==> config.mk <==
export PLATFORM = sky130hd
export DESIGN_NAME = dmem_bridge
export DESIGN_NICKNAME = d
export VERILOG_FILES = /design/src/rtl/dmem_bridge_pkg.sv /design/src/rtl/dmem_bridge_wbuf_fifo.sv /design/src/rtl/dmem_bridge.sv
export SDC_FILE = /design/constraint.sdc
export NUM_CORES = 1
export LEC_CHECK = 0
export ABC_AREA = 1
export CAP_MARGIN = 20
export CORE_UTILIZATION = 30
export CTS_CLUSTER_SIZE = 8
export DETAILED_ROUTE_END_ITERATION = 8
export PLACE_DENSITY = 0.5
export SLEW_MARGIN = 20
export SYNTH_ARGS = -nofsm -noshare
export SYNTH_HDL_FRONTEND = slang
export SYNTH_HIERARCHICAL = 1
export SYNTH_SLANG_ARGS = --single-unit
==> constraint.sdc <==
create_clock -name clk -period 4.6 [get_ports clk]
set_input_delay 0.92 -clock clk [delete_from_list [all_inputs] [get_ports clk]]
set_output_delay 0.92 -clock clk [all_outputs]
set_load 0.01 [all_outputs]
==> src/rtl/dmem_bridge_pkg.sv <==
// rtl/dmem_bridge_pkg.sv - shared FSM encodings for the data-memory bridge
// Purpose : state width and state codes used by dmem_bridge.
// Contents: DB_ST_W, db_state_t, DB_IDLE / DB_WDRAIN / DB_RREQ / DB_RDONE.
package dmem_bridge_pkg;

  localparam int DB_ST_W = 2;

  typedef logic [DB_ST_W-1:0] db_state_t;

  localparam db_state_t DB_IDLE   = 2'd0;
  localparam db_state_t DB_WDRAIN = 2'd1;
  localparam db_state_t DB_RREQ   = 2'd2;
  localparam db_state_t DB_RDONE  = 2'd3;

endpackage

==> src/rtl/dmem_bridge_wbuf_fifo.sv <==
// rtl/dmem_bridge_wbuf_fifo.sv - posted-store write buffer for dmem_bridge
// Purpose : DEPTH-entry FIFO of {word address, store data}.
// Ports   : clk, rst (async, active-low)
//           i_push/i_addr/i_data  - enqueue (ignored when full)
//           i_pop                 - dequeue head (ignored when empty)
//           o_full/o_empty        - occupancy flags
//           o_head_addr/o_head_data - oldest entry
module wbuf_fifo
  import dmem_bridge_pkg::*;
#(
  parameter int DEPTH = 4,
  parameter int AW    = 32
) (
  input  logic          clk,
  input  logic          rst,
  input  logic          i_push,
  input  logic [AW-1:0] i_addr,
  input  logic [31:0]   i_data,
  input  logic          i_pop,
  output logic          o_full,
  output logic          o_empty,
  output logic [AW-1:0] o_head_addr,
  output logic [31:0]   o_head_data
);

  localparam int PW = $clog2(DEPTH);
  localparam logic [PW:0] PTR_ONE = 1;

  logic [AW-1:0] r_addr_q [DEPTH];
  logic [31:0]   r_data_q [DEPTH];
  logic [PW:0]   r_wptr;
  logic [PW:0]   r_rptr;
  logic          w_do_push;
  logic          w_do_pop;

  // Extra pointer MSB separates full (laps differ) from empty (same lap).
  assign o_empty = (r_wptr == r_rptr);
  assign o_full  = (r_wptr[PW] != r_rptr[PW]) && (r_wptr[PW-1:0] == r_rptr[PW-1:0]);

  assign w_do_push = i_push & ~o_full;
  assign w_do_pop  = i_pop & ~o_empty;

  always_ff @(posedge clk or negedge rst) begin
    if (!rst) begin
      r_wptr <= '0;
      r_rptr <= '0;
    end else begin
      if (w_do_push) r_wptr <= r_wptr + PTR_ONE;
      if (w_do_pop)  r_rptr <= r_rptr + PTR_ONE;
    end
  end

  // Storage needs no reset: entries are only visible behind a valid pointer.
  always_ff @(posedge clk) begin
    if (w_do_push) begin
      r_addr_q[r_wptr[PW-1:0]] <= i_addr;
      r_data_q[r_wptr[PW-1:0]] <= i_data;
    end
  end

  assign o_head_addr = r_addr_q[r_rptr[PW-1:0]];
  assign o_head_data = r_data_q[r_rptr[PW-1:0]];

endmodule

==> src/rtl/dmem_bridge.sv <==
// rtl/dmem_bridge.sv - MEM-stage data bridge with posted write buffer
// Purpose : posts stores into wbuf_fifo, drains them over a req/ack bus,
//           stalls loads until the buffer is empty and read data returns.
// Ports   : clk, rst (async, active-low)
//           core side : mem_ren, mem_wen, mem_addr, mem_dout -> mem_din, ram_stall, ram_cs
//           bus side  : bus_req, bus_we, bus_addr, bus_wdata <- bus_rdata, bus_ack
module dmem_bridge
  import dmem_bridge_pkg::*;
#(
  parameter int WB_DEPTH = 4,
  parameter int AW       = 32
) (
  input  logic          clk,
  input  logic          rst,
  input  logic          mem_ren,
  input  logic          mem_wen,
  input  logic [AW-1:0] mem_addr,
  input  logic [31:0]   mem_dout,
  output logic [31:0]   mem_din,
  output logic          ram_stall,
  output logic          ram_cs,
  output logic          bus_req,
  output logic          bus_we,
  output logic [AW-1:0] bus_addr,
  output logic [31:0]   bus_wdata,
  input  logic [31:0]   bus_rdata,
  input  logic          bus_ack
);

  db_state_t     r_state;
  db_state_t     w_next;
  logic [AW-1:0] r_raddr;
  logic [31:0]   r_din;
  logic [AW-1:0] w_waddr;
  logic [AW-1:0] w_head_addr;
  logic [31:0]   w_head_data;
  logic          w_load;
  logic          w_full;
  logic          w_empty;
  logic          w_push;
  logic          w_pop;
  logic          w_rd_start;

  // A store wins when both strobes are set.
  assign w_load     = mem_ren & ~mem_wen;
  assign w_waddr    = mem_addr & ~AW'(3);
  assign w_push     = mem_wen & ~w_full;
  assign w_rd_start = (r_state == DB_IDLE) & w_empty & w_load;

  assign ram_cs  = mem_ren | mem_wen;
  assign mem_din = r_din;

  // Full-buffer stall uses the registered flag, so a pop in the same cycle
  // still stalls and the store is taken on the following edge.
  assign ram_stall = rst & (w_load ? (r_state != DB_RDONE) : (mem_wen & w_full));

  wbuf_fifo #(
    .DEPTH (WB_DEPTH),
    .AW    (AW)
  ) u_wbuf (
    .clk         (clk),
    .rst         (rst),
    .i_push      (w_push),
    .i_addr      (w_waddr),
    .i_data      (mem_dout),
    .i_pop       (w_pop),
    .o_full      (w_full),
    .o_empty     (w_empty),
    .o_head_addr (w_head_addr),
    .o_head_data (w_head_data)
  );

  always_ff @(posedge clk or negedge rst) begin
    if (!rst) r_state <= DB_IDLE;
    else      r_state <= w_next;
  end

  always_comb begin
    w_next = r_state;
    case (r_state)
      DB_IDLE: begin
        if (!w_empty)    w_next = DB_WDRAIN;
        else if (w_load) w_next = DB_RREQ;
      end
      DB_WDRAIN: if (bus_ack) w_next = DB_IDLE;
      DB_RREQ:   if (bus_ack) w_next = DB_RDONE;
      default:   w_next = DB_IDLE;
    endcase
  end

  always_comb begin
    bus_req   = 1'b0;
    bus_we    = 1'b0;
    bus_addr  = '0;
    bus_wdata = '0;
    w_pop     = 1'b0;
    case (r_state)
      DB_WDRAIN: begin
        bus_req   = 1'b1;
        bus_we    = 1'b1;
        bus_addr  = w_head_addr;
        bus_wdata = w_head_data;
        w_pop     = bus_ack;
      end
      DB_RREQ: begin
        bus_req  = 1'b1;
        bus_addr = r_raddr;
      end
      default: ;
    endcase
  end

  // Read address is captured at issue so the bus stays stable even if the
  // core's address wiggles while the request is outstanding.
  always_ff @(posedge clk or negedge rst) begin
    if (!rst) begin
      r_raddr <= '0;
      r_din   <= '0;
    end else begin
      if (w_rd_start) r_raddr <= w_waddr;
      if ((r_state == DB_RREQ) && bus_ack) r_din <= bus_rdata;
    end
  end

endmodule

==> results.md <==
- Outcome: finished, final reports clean
- Remaining Overflow, GRT: 0
- Worst-Skew Late Latency: about 0.55 ns
- Worst path bufs/invs: 3
- Max VDD drop: 0.0004940 V
- Vias in the first global route: ~9200
- CTS buffer count: 46
- Largest net degree at the start of global routing: approximately 130
- Critical path launch point type: register
- Synthesized cell area: ~13000 µm²
- Worst slew margin: 37.01%
- Most used cell, CP: nor2_1
- Area growth syn-to-layout: 29.33%
- Clock transition at path regs: 0.05 ns
- Final max-slew violation count: 0
- Kind of end point of the critical path: output pin
- Critical Path Max Stage Delay: 0.68 ns
- Drt wl/cell: 17.18 µm
- I/O Pins: approximately 200
- Min Tclk post-route: 3.987 ns
- Die Width: between 200 and 250 µm
- Leakage: 6.596 nW
- N_diodes: 0
- Fin Setup TNS: 0 ns
- Clk sinks: 326
- GRT Util Overall: 15.39%
- Nets@finish: 1470
- Core box area: about 44000 µm²
- Worst EP required: 3.68 ns
- DR pass1 iterations: 5
- Total vias in the final route: 9011
- Crit Path Category: reg -> out
- Clock tree buffer depth: 3
- HP Class: in -> async
- Maxcap violations: 0
- DRT Wirelength: 34.00 mm
- Post-route cell area: between 15000 and 20000 µm²
- Die H: roughly 210 µm
- Seq cells post-synth: 326
- Post_cts resized: 0
- Setup violators final: 0
- Proportion of layout cells with a drive suffix above 1: 7.030%
- Vias per cell: ~4.6
- Root Driver: clkbuf_16
- Initial antenna violation count: 0
- CTS tree: yes
- Crit path max-delay family: buffers and inverters
- Hold-fix buffers, CTS: 0
- PwrDens: 667.9 nW/µm²
- Final Skew: 0.01897 ns
- Final hold viol count: 0
- Worst EP arrival: around 3.1 ns
- Initial Util: between 30% and 40%
- Placed cell area: about 16000 µm²
- Cells after Synth: around 1200
- Crit path cell chain: buf_4, xnor2_1, nand3_2, inv_1, nor2_1, nor2_1, clkdlybuf4s50_1
- # H-tree levels: 2
- DIE AREA: 45400 µm²
- RSZ-0062 raised after global routing: false
- Syn avg cell area: 11.57 µm²
- Post-synthesis sequential area ratio: just over 70%
- Period utilization: 86.68%
- Rows: 76
- Worst slew pin tran: 0.9435 ns
- Post-layout util: 39.69%
- GP Congestion: between 0.7 and 0.8
- Crit-path max FO: 67
- Final ANT Viol Nets: 0
- Reg-to-reg slack, setup: 1.27 ns
- Synth cell types: 26
- DRC Markers: 0
- Hold WS: 0.2794 ns
- Slowest cell on crit path: buf_4
- Synth Warn #: 6
- Fmax: 250.8 MHz
- IO buf count: 198
- Postcts setup bufs: 0
- HPWL Detailed: 18.49 mm
- First-pass GRT wire length: 52.76 mm
- Initial DRC Count: 389
-- worst paths after layout --
kind / to / from / cells after the start
max in group asynchronous: u_wbuf/r_rptr[0] / rst / 2
min in group clk: mem_din[29] / mem_din[29] / 2
min reg2reg: mem_din[29] / mem_din[29] / 2
max: ram_stall / u_wbuf/r_rptr[1] / 7
max reg2reg: u_wbuf/r_addr_q[3][3] / u_wbuf/r_rptr[1] / 10
min: r_raddr[14] / rst / 1
-- logic make-up after synthesis --
family	share of synthesized area [%]
compound gates	10.44
xor+xnor	0.1311
fa+ha+maj	0.9362
buf+inv	5.813
flops	70.62
other cells	0.02806
simple gates	12.03
-- stage by stage --
stage / worst slack [ns] / cells / power, mW
finish: 0.6127 / 1979 / 11.55
global route: 0.3609 / 1979 / 12.35
CTS: 0.5548 / 1978 / 11.75
detailed placement: 1.160 / 1895 / 8.578
global placement: 1.180 / 1895 / 8.549
floorplan: 0.06205 / 1162 / 6.752
-- per-layer routing --
layer	vias up	global-route usage (%)	wire, µm
li1	4390	-	-
met1	4345	19.89	15470
met2	225	24.81	15570
met3	51	4.236	2266
met4	0	5.210	692
met5	-	0	0
-- Yosys cell counts (all sizes together) --
cell type | n | area, µm²
edfxtp | 256 | 7687
nand2 | 227 | 857.1
o21ai | 159 | 844.6
nor2 | 133 | 499.2
inv | 86 | 325.3
dfrtp | 70 | 1752
o22ai | 64 | 400.4
nand3 | 44 | 230.2
buf | 40 | 330.3
clkbuf | 31 | 117.6
a21oi | 30 | 150.1
ha | 10 | 125.1
clkinv | 1 | 3.750
conb | 1 | 3.750
nand4 | 1 | 21.27
xnor2 | 1 | 8.760
xor2 | 1 | 8.760
-- where the power goes --
| group | switching [mW] | total (mW) | internal, mW |
|---|---|---|---|
| combinational | 2.51 | 4.12 | 1.61 |
| clock | 1.20 | 3.09 | 1.90 |
| sequential | 0.268 | 4.33 | 4.06 |
| total | 3.97 | 11.5 | 7.57 |
-- state kept, by name, indices dropped and copies added (netlist names) --
register         count
u_wbuf/r_addr_q    128
u_wbuf/r_data_q    128
mem_din             32
r_raddr             30
u_wbuf/r_rptr        3
u_wbuf/r_wptr        3
r_state              2
-- layout make-up --
| type | count | area [µm²] |
|---|---|---|
| fillers | 4265 | 26270 |
| clock inverters | 1 | 8.758 |
| multi-input cells | 678 | 3211 |
| well taps | 585 | 732.0 |
| clock buffers | 82 | 1308 |
| inverters | 87 | 330.3 |
| flip-flops and latches | 326 | 9444 |
| repair buffers | 220 | 2252 |
-- cell usage in the layout, fill, tap and decap left out --
master / synthesis / final
ha_4: 0 / 1
xnor2_1: 1 / 1
dfrtp_2: 0 / 1
edfxtp_1: 256 / 256
inv_4: 1 / 1
conb_1: 1 / 8
nor2_4: 0 / 3
clkinv_2: 0 / 1
nand3_1: 42 / 42
nand2_1: 225 / 225
buf_4: 10 / 14
inv_6: 0 / 1
clkbuf_1: 30 / 35
dfrtp_1: 70 / 68
clkbuf_16: 0 / 47
ha_1: 10 / 9
nand2_2: 2 / 2
nand3_2: 2 / 2
o22ai_1: 64 / 64
o21ai_2: 13 / 13
a21oi_1: 30 / 30
inv_1: 85 / 84
dfrtp_4: 0 / 1
buf_12: 0 / 8
nor2_1: 133 / 130
nand4_4: 1 / 1
o21ai_1: 62 / 62
o21ai_0: 84 / 84
xor2_1: 1 / 1
buf_8: 0 / 1
clkdlybuf4s50_1: 0 / 197
inv_2: 0 / 1
Power figures use the tool's default switching activity.
